<file path="src/rtl/cnn_pkg.sv">
// Shared CNN datapath definitions: map-writer FSM states, default conv2
// geometry and the width helpers used to size raster counters and addresses.
package cnn_pkg;

    localparam int MAP_DIM_DEF = 8;
    localparam int DATA_W_DEF  = 16;

    typedef enum logic [1:0] {
        IDLE  = 2'd0,
        WRITE = 2'd1,
        DONE  = 2'd2
    } wr_state_e;

    // Width of an address covering a dim x dim map (at least 1 bit).
    function automatic int addr_width(input int dim);
        return (dim * dim > 1) ? $clog2(dim * dim) : 1;
    endfunction

    // Width of a row or column index for a dim-wide map (at least 1 bit).
    function automatic int cnt_width(input int dim);
        return (dim > 1) ? $clog2(dim) : 1;
    endfunction

endpackage

</file>
<file path="src/rtl/raster_counter.sv">
// Row/column raster counter for a DIM x DIM map. The column advances on each
// enable and wraps into the row; clear has priority over enable. last_o flags
// the final position so the owner can detect map completion.
module raster_counter
    import cnn_pkg::*;
#(
    parameter int DIM   = MAP_DIM_DEF,
    parameter int CNT_W = cnt_width(DIM)
) (
    input  logic             clk,
    input  logic             reset,
    input  logic             en_i,
    input  logic             clr_i,
    output logic [CNT_W-1:0] row_o,
    output logic [CNT_W-1:0] col_o,
    output logic             last_o
);

    logic [CNT_W-1:0] row_q, row_d;
    logic [CNT_W-1:0] col_q, col_d;
    logic             col_wrap;
    logic             row_wrap;

    assign col_wrap = (col_q == CNT_W'(DIM - 1));
    assign row_wrap = (row_q == CNT_W'(DIM - 1));

    // Next raster position: clear, advance with column-to-row carry, or hold.
    always_comb begin
        // NOTE: defaults first so every path assigns; no latch is inferred.
        row_d = row_q;
        col_d = col_q;
        if (clr_i) begin
            row_d = '0;
            col_d = '0;
        end else if (en_i) begin
            if (col_wrap) begin
                col_d = '0;
                row_d = row_wrap ? '0 : row_q + CNT_W'(1);
            end else begin
                col_d = col_q + CNT_W'(1);
            end
        end
    end

    // Position registers.
    always_ff @(posedge clk or posedge reset) begin
        // NOTE: non-blocking assignments keep every flop sampling pre-edge values.
        if (reset) begin
            row_q <= '0;
            col_q <= '0;
        end else begin
            row_q <= row_d;
            col_q <= col_d;
        end
    end

    assign row_o  = row_q;
    assign col_o  = col_q;
    assign last_o = row_wrap & col_wrap;

endmodule

</file>
<file path="src/rtl/conv2_mem_write.sv">
// Conv2 output map writer. After a start pulse it accepts MAP_DIM*MAP_DIM
// samples in raster order and emits one registered memory write per accepted
// sample, one cycle later. done then enables the pooling-window reader.
// Samples offered while not armed are dropped and flagged on the sticky
// overrun output.
// Build option: define CONV2_WR_RELU_EN to clamp negative samples to zero
// before storage; handshake and latency are unchanged.
module conv2_mem_write
    import cnn_pkg::*;
#(
    parameter int MAP_DIM = MAP_DIM_DEF,
    parameter int DATA_W  = DATA_W_DEF
) (
    input  logic                             clk,
    input  logic                             reset,
    input  logic                             start,
    input  logic                             in_valid,
    input  logic [DATA_W-1:0]                in_data,
    output logic                             in_ready,
    output logic                             wr_en,
    output logic [addr_width(MAP_DIM)-1:0]   wr_addr,
    output logic [DATA_W-1:0]                wr_data,
    output logic                             busy,
    output logic                             done,
    output logic                             overrun
);

    localparam int ADDR_W = addr_width(MAP_DIM);
    localparam int CNT_W  = cnt_width(MAP_DIM);

    wr_state_e         state_q;
    logic              in_ready_q;
    logic              busy_q;
    logic              done_q;
    logic              overrun_q;
    logic              wr_en_q;
    logic [ADDR_W-1:0] wr_addr_q, wr_addr_d;
    logic [DATA_W-1:0] wr_data_q, wr_data_d;

    logic              accept;
    logic              arm;
    logic              last;
    logic [CNT_W-1:0]  row;
    logic [CNT_W-1:0]  col;

    // in_ready is only ever high in WRITE, so accept implies WRITE.
    assign accept = in_valid & in_ready_q;
    // start is honoured only outside WRITE; it also rewinds the raster.
    assign arm    = start & (state_q != WRITE);

    raster_counter #(
        .DIM   (MAP_DIM),
        .CNT_W (CNT_W)
    ) u_raster (
        .clk    (clk),
        .reset  (reset),
        .en_i   (accept),
        .clr_i  (arm),
        .row_o  (row),
        .col_o  (col),
        .last_o (last)
    );

    assign wr_addr_d = ADDR_W'(row) * ADDR_W'(MAP_DIM) + ADDR_W'(col);

`ifdef CONV2_WR_RELU_EN
    assign wr_data_d = in_data[DATA_W-1] ? '0 : in_data;
`else
    assign wr_data_d = in_data;
`endif

    // Control FSM with registered handshake, write and status outputs.
    always_ff @(posedge clk or posedge reset) begin
        if (reset) begin
            state_q    <= IDLE;
            in_ready_q <= 1'b0;
            busy_q     <= 1'b0;
            done_q     <= 1'b0;
            overrun_q  <= 1'b0;
            wr_en_q    <= 1'b0;
            wr_addr_q  <= '0;
            wr_data_q  <= '0;
        end else begin
            wr_en_q <= 1'b0;
            // done rises the cycle after entering DONE and holds until start.
            done_q  <= (state_q == DONE) && !start;

            // A sample offered while not armed wins over a coincident start.
            if (state_q != WRITE) begin
                if (in_valid) begin
                    overrun_q <= 1'b1;
                end else if (start) begin
                    overrun_q <= 1'b0;
                end
            end

            case (state_q)
                IDLE, DONE: begin
                    if (start) begin
                        state_q    <= WRITE;
                        in_ready_q <= 1'b1;
                        busy_q     <= 1'b1;
                    end
                end
                WRITE: begin
                    if (accept) begin
                        wr_en_q   <= 1'b1;
                        wr_addr_q <= wr_addr_d;
                        wr_data_q <= wr_data_d;
                        if (last) begin
                            state_q    <= DONE;
                            in_ready_q <= 1'b0;
                            busy_q     <= 1'b0;
                        end
                    end
                end
                default: begin
                    state_q    <= IDLE;
                    in_ready_q <= 1'b0;
                    busy_q     <= 1'b0;
                end
            endcase
        end
    end

    assign in_ready = in_ready_q;
    assign busy     = busy_q;
    assign done     = done_q;
    assign overrun  = overrun_q;
    assign wr_en    = wr_en_q;
    assign wr_addr  = wr_addr_q;
    assign wr_data  = wr_data_q;

endmodule

</file>
<file path="config.mk">
export PLATFORM = sky130hd
export DESIGN_NAME = conv2_mem_write
export DESIGN_NICKNAME = d
export VERILOG_FILES = /design/src/rtl/cnn_pkg.sv /design/src/rtl/raster_counter.sv /design/src/rtl/conv2_mem_write.sv
export SDC_FILE = /design/constraint.sdc
export NUM_CORES = 1
export LEC_CHECK = 0
export ABC_AREA = 1
export CAP_MARGIN = 5
export CORE_UTILIZATION = 50
export CTS_BUF_LIST = sky130_fd_sc_hd__clkbuf_4
export DETAILED_ROUTE_END_ITERATION = 10
export GPL_TIMING_DRIVEN = 0
export PLACE_DENSITY = 0.89
export SYNTH_ARGS = -nofsm -noshare
export SYNTH_HDL_FRONTEND = slang
export SYNTH_SLANG_ARGS = --single-unit
export TNS_END_PERCENT = 100
</file>
<file path="constraint.sdc">
create_clock -name clk -period 2.1 [get_ports clk]
set_input_delay 0.42 -clock clk [delete_from_list [all_inputs] [get_ports clk]]
set_output_delay 0.42 -clock clk [all_outputs]
set_load 0.01 [all_outputs]
</file>
* Word level (Yosys, flattened, before mapping) *
Cells that the tools add are included.
W data, S select, Z words.

operators by class
  add/subtract/negate cells = 3
  equal/unequal tests = 8
  muxes and demuxes = 19
  bitwise gates (word level) = 3
  reduce and logical (&&, ||, !) cells = 11

operator list
  operator               count
  $mux W3                7
  $mux W1                7
  $add A3 B1 Y3 const B  2
  $add A6 B3 Y6          1
  $eq A3 B3 Y1 const B   2
  $mux W2                3
  $ne A2 B2 Y1 const B   3
  $reduce_and A2 Y1      3
  $reduce_bool A2 Y1     3
  $pmux W2 S2            1
  $and A1 B1 Y1          3
  $reduce_and A3 Y1      1
  $eq A2 B1 Y1 const B   1
  $eq A2 B2 Y1 const B   1
  $logic_not A2 Y1       1
  $ne A2 B1 Y1 const B   1
  $pmux W1 S2            1
  $reduce_or A2 Y1       1
  $logic_and A1 B1 Y1    1
  $logic_not A1 Y1       1

word-level totals
  flip-flop bits (word level) = 34
  input bits = 20
  output and inout bits = 27
  word-level logic and storage cells = 53

* Longest topological paths before layout *
Gate-level depths: netlist of the first run.

  word-level depth = 5
  gate-level depth with buffers = 7
  mapped depth without buffers = 7

* Hierarchy *
A second synthesis of the first run with hierarchy kept.

second synthesis, totals
  cells, all modules = 162
  area, all modules = 1,485.2 um^2

modules (own cells, without submodules)
  module           instances  cells an instance  area an instance (um^2)  seq. area each (um^2)
  conv2_mem_write  1          125                1,162.4                  675.6
  raster_counter   1          37                 322.8                    150.1

* Least setup slack after synthesis of the first run *
No wires, ideal clock.

  kind = flip-flop to flip-flop
  from = register u_raster.col_q[0] (netlist: u_raster.col_o[0])
  to = register u_raster.col_q[2] (netlist: u_raster.col_o[2])
  setup time = 0.120 ns
  arrival time = 1.200 ns
  data required time = 1.980 ns
  slack = 0.780 ns
  cell stages (with the launch flop) = 6
  clock period less this slack = 1.320 ns
  path through = dfrtp_1 -> ha_1 -> ha_1 -> or2_2 -> o211ai_1 -> inv_1

between the ends
  longest elaborated chain between the ends = 4
  elaborated cells on any way between the ends = 5
  classes of those cells = add/sub (1); eq/ne (1); mux (3)

ends and longest elaborated chain
  item                                                  line                                        text
  start, declared                                       raster_counter.sv:20                        logic [CNT_W-1:0] col_q, col_d;
  start signal, assigned                                raster_counter.sv:53                        col_q <= col_d;
  $add A3 B1 Y3 / $eq A3 B3 Y1 (equally long branches)  raster_counter.sv:40, raster_counter.sv:24
  $mux W3 (*)                                           raster_counter.sv:36                        if (col_wrap) begin
  $mux W3 (*)                                           raster_counter.sv:35                        end else if (en_i) begin
  $mux W3 (*)                                           raster_counter.sv:32                        if (clr_i) begin

Mark *: on every way between the ends. The rest lies on a longest branch, timed or not. The select of a mux whose other input is x is not followed.
A chain may end at the register's enable or synchronous reset.

==> impl_results.md, run 1 <==
- Status: completed
- Worst VDD drop: 899 uV
- Clk_skew: 2.71 ps
- Crit path DAT: 1420 ps
- Relative slew margins: 0.717
- Synth Warn #: 0
- FP Rows: 19
- # hold bufs at CTS: 0
- Die Width: 55.5 um
- CP endpoint kind: output port
- CTS root buf: clkbuf_4
- Antenna diodes: 0
- Area contributors post-synth: dfrtp_1 59%, nand2_1 17%, ha_1 3.5%, o21ai_0 3.1%, buf_6 3.1%
- Global placement routability congestion: 0.786
- Routed wire length: 3100 um
- DIE HEIGHT: 55.5 um
- H-tree depth: 2
- Flops & latches, synth: 34
- Static Leak: 0.986 nW
- Cell variety after synth: 20
- Syn_area_per_cell: 9.60 um2
- Gr usage total: 0.221
- FF+latch area: 851 um2
- PwrDens: 1260 mW/mm2
- Layout area overhead: 40.2%
- Inserted Clock Buffers: 5
- Final hold vios: 0
- MaxCap Viol Count: 0
- Synthesized Nets: 173
- CTS tree: built
- Fill cells: 187
- Final setup vio count: 0
- Post-synth EDFFs: 0
- Main synth FF type: dfrtp_1
- Drt initial violations: 46
- Cell Area, Synth: 0.00143 mm2
- Max Root-Sink Buffers: 2
- Final period utilization: 0.876
- Cells after Synth: 149
- Die area: 0.00308 mm2
- WL/cell: 13.2 um
- Unrepaired setup endpoints after global routing: no
- Leading area contributor after synthesis: dfrtp_1
- Slew Limit Fails: 0
- Worst reg-to-reg setup slack: 670 ps
- Clk sink count: 34
- Critical path type: flip-flop to output port
- Min-Delay Path Class: input pin to asynchronous set/reset pin
- Nets: 227
- CORE AREA: 0.00273 mm2
- Resized cells post-CTS: 0
- Reg2reg start: u_raster.col_o[0]
- Routed Antenna Nets: 0
- FFs w/ async S/R, synth: 1.00
- Period minus WS final: 1840 ps
- Num ports: 47
- Initial antenna violation count: 0
- Worst slew pin tran: 422 ps
- Post-DP HPWL: 2200 um
- First-pass GRT wire length: 5160 um
- Setup bufs post-CTS: 0
- Final core occ: 0.734
- R2r endpoint: u_raster.col_o[2]
- Max Fclk: 544 MHz
- Port bufs: 46
- Vias in the first global route: 1,170
- Worst skew pair latency: 340 ps
- Setup_tns: 0 ps
- CTS clk-pin slew, worst paths: 100 ps
- Worst Path Max Fanout: 4
- Seq/Total Area, Yosys: 0.595
- DR DRC count: 0
- Grt ovf: 0
- Vias/cell: 5.13
- DR vias: 1,206
- Total iterations of the first detailed-routing run: 4
- Share of cells above drive strength 1: 0.113
- Share of the synthesized area in the top cell type: 0.595
- Critical Path Start Type: flip-flop
- Worst EP required: 1680 ps
- Multi-input gate area: 479 um2
- Largest net degree at the start of global routing: 35
- Starting Density: 0.523
- Cells on worst reg2reg path: 5
synthesized netlist by cell type (2+ instances only):
library cell / instances
nor2_1: 2
nand2_1: 63
o21ai_0: 9
ha_1: 4
buf_6: 4
nand4_1: 5
nand3_1: 3
inv_2: 2
nand2_2: 3
o21ai_2: 2
inv_1: 9
or2_2: 2
dfrtp_1: 34
worst max-delay path: stages (launching register included):
cell and delay, ps:
dfrtp_1 430, buf_4 130, clkdlybuf4s50_1 520
placed cells by master, fill, tap and decap left out:
master	count
buf_16	1
inv_2	2
ha_1	4
or2_2	2
buf_4	1
inv_4	1
clkbuf_4	5
nand2_1	63
clkdlybuf4s50_1	46
o21ai_0	9
nor2_1	2
a22o_1	1
o21ai_1	1
o22ai_2	1
buf_6	4
o21ai_2	2
o211ai_1	1
nand4_1	5
dfrtp_1	34
nor2_4	1
nand3_1	3
inv_1	8
nand2_2	3
clkinv_1	4
metrics by stage:
stage	area (um2)	hold WS, ps	worst slack (ps)	std cells	power [W]
6_report	2010	319	261	235	0.00253
5_1_grt	2010	338	229	235	0.00269
4_1_cts	1980	491	256	234	0.00253
3_5_place_dp	1930	466	164	226	0.00219
3_3_place_gp	1930	463	243	226	0.00214
2_1_floorplan	1430	470	780	149	0.00160
kinds of logic after synthesis:
group                    after synthesis  synth area share
flip-flops                            34             0.595
AND/OR/NAND/NOR                       79             0.233
AO/OA/AOI/OAI                         15            0.0674
adder cells (fa/ha/maj)                4            0.0350
buffers and inverters                 17            0.0700
report_power, final:
part | internal, W | switching [W]
clock | 0.000119 | 0.000215
sequential | 0.000901 | 0.000149
combinational | 0.000613 | 0.000534
total | 0.00163 | 0.000898
flip-flops by register name, indices dropped and copies added (netlist names), 2 cells and up:
name	cells
u_raster.col_o	3
u_raster.row_o	3
wr_data	16
state_q	2
wr_addr	6
final cells by class:
class | count | area share
Buffer | 5 | 0.0262
Clock inverter | 3 | 0.00561
Tap cell | 31 | 0.0193
Multi-Input combinational cell | 98 | 0.239
Sequential cell | 34 | 0.424
Inverter | 12 | 0.0237
Timing Repair Buffer | 47 | 0.243
Clock buffer | 5 | 0.0187
routing by layer:
metal  up-vias  GRT usage  routed length (um)
met5         -          0                   0
met4         0      0.129                  68
met3         8     0.0609                 161
met2        44      0.373                1590
met1       577      0.251                1290
li1        577          -                   -
worst max-delay path by stage:
| stage | cells after the start | slack (ps) | from | to |
|---|---|---|---|---|
| after floorplan | 5 | 780 | u_raster.col_o[0] | u_raster.col_o[2] |
| after global placement | 2 | 240 | reset | overrun |
| after detailed placement | 2 | 160 | reset | done |
| after CTS | 2 | 260 | busy | in_ready |
| after global routing | 2 | 230 | busy | in_ready |
| final | 2 | 260 | busy | in_ready |
Power figures use the tool's default switching activity.
==> inputs of run 2 (changes only) <==
- SLEW_MARGIN: unset -> 25
==> impl_results.md, run 2 (synthesis results as in run 1) <==
- Nets: 226
- Worst EP required: 1680 ps
- Inserted Clock Buffers: 5
- Final hold vios: 0
- Die Width: 55.5 um
- Power share of the sequential group: 0.416
- Fill cells: 190
- H-tree depth: 2
- FP Rows: 19
- Critical path type: flip-flop to output port
- Resized cells post-CTS: 0
- PwrDens: 1270 mW/mm2
- MaxCap Viol Count: 0
- Critical Path Start Type: flip-flop
- Commonest non-fill, non-tap cell in the layout: nand2_1
- Max Root-Sink Buffers: 2
- Gr usage total: 0.221
- Int Pwr: 0.00163 W
- Psw: 0.000889 W
- CORE AREA: 0.00273 mm2
- Clk sink count: 34
- Static Leak: 0.976 nW
- Num ports: 47
- Final setup vio count: 0
- Multi-input gate area: 479 um2
- Grt ovf: 0
- Worst skew pair latency: 340 ps
- Setup_tns: 0 ps
- Final Non-Filler Cells: 234
- Vias in the first global route: 1,163
- Largest register FFs: 16
- CTS tree: built
- Port bufs: 46
- Total iterations of the first detailed-routing run: 4
- Setup bufs post-CTS: 0
- Worst VDD drop: 889 uV
- Layout area overhead: 38.3%
- Largest net degree at the start of global routing: 35
- First-pass GRT wire length: 5150 um
- Clock share of power: 0.132
- Share of cells above drive strength 1: 0.113
- Global placement routability congestion: 0.786
- Period minus WS final: 1830 ps
- Routed wire length: 3040 um
- Routed Antenna Nets: 0
- Post-DP HPWL: 2200 um
- FF+latch area: 851 um2
- DR DRC count: 0
- Initial antenna violation count: 0
- # hold bufs at CTS: 0
- Worst slew pin tran: 682 ps
- DR vias: 1,216
- Clk_skew: 5.21 ps
- Crit path DAT: 1410 ps
- Unrepaired setup endpoints after global routing: no
- Dpl cells: 226
- WL/cell: 13.0 um
- Status: completed
- DIE HEIGHT: 55.5 um
- Vias/cell: 5.20
- Worst Path Max Fanout: 4
- Combinational power share: 0.452
- Most frequent cells in the layout: 63 x nand2_1, 46 x clkdlybuf4s50_1, 34 x dfrtp_1, 9 x o21ai_0, 8 x inv_1
- Drt initial violations: 45
- Sw frac: 0.353
- Final period utilization: 0.874
- Min-Delay Path Class: input pin to asynchronous set/reset pin
- Total power draw: 0.00252 W
- Slew Limit Fails: 0
- Max Fclk: 545 MHz
- Die area: 0.00308 mm2
- CP endpoint kind: output port
- CTS root buf: clkbuf_4
- Starting Density: 0.523
- Relative slew margins: 0.545
- CTS clk-pin slew, worst paths: 100 ps
- Antenna diodes: 0
==> run 2: routing by layer <==
metal  track usage  up-vias  part of all wire
li1              -      582                 -
met1         0.249      577              0.41
met2         0.375       45              0.51
met3        0.0609       12             0.056
met4         0.129        0             0.027
met5             0        -                 0
==> run 2: area by class of cell <==
class	count	area share
Clock buffer	5	0.0190
Clock inverter	3	0.00569
Inverter	12	0.0240
Tap cell	31	0.0196
Multi-Input combinational cell	98	0.242
Timing Repair Buffer	46	0.233
Buffer	5	0.0266
Sequential cell	34	0.430
==> run 2: worst max-delay path: stages, from the launching register on <==
cell,delay [ps]
dfrtp_1,430
buf_4,130
clkdlybuf4s50_1,520
==> run 2: worst paths after layout <==
| path | start | end | slack [ps] | cells after the start |
|---|---|---|---|---|
| hold reg to reg | wr_data[14] | wr_data[14] | 490 | 2 |
| hold / removal | reset | wr_data[8] | 490 | 2 |
| setup / recovery | busy | in_ready | 270 | 2 |
| setup reg to reg | u_raster.col_o[0] | u_raster.col_o[2] | 660 | 5 |
| max in group asynchronous | reset | overrun | 1170 | 2 |
| min in group clk | wr_data[14] | wr_data[14] | 490 | 2 |
==> run 2: stage by stage <==
stage	worst slack (ps)	hold slack (ps)	util	instance area, um2
finish	265	487	0.724	1980
global route	229	512	0.724	1980
CTS	256	491	0.724	1980
detailed placement	344	466	0.706	1930
global placement	243	463	0.706	1930
floorplan	780	470	-	1430
==> run 2: power by group through the flow <==
stage                     Sequential [W]  Clock, W  Combinational [W]
after global routing             0.00108  0.000363            0.00124
after detailed placement         0.00106         0            0.00114
after floorplan                  0.00114         0           0.000459
after global placement           0.00104         0            0.00110
after CTS                        0.00105  0.000336            0.00115
final                            0.00105  0.000331            0.00114
==> inputs of run 3 (changes only) <==
- TNS_END_PERCENT: 100 -> unset
==> results of run 3 <==
No change in the layout: final DEF, timing and power equal those of run 2.
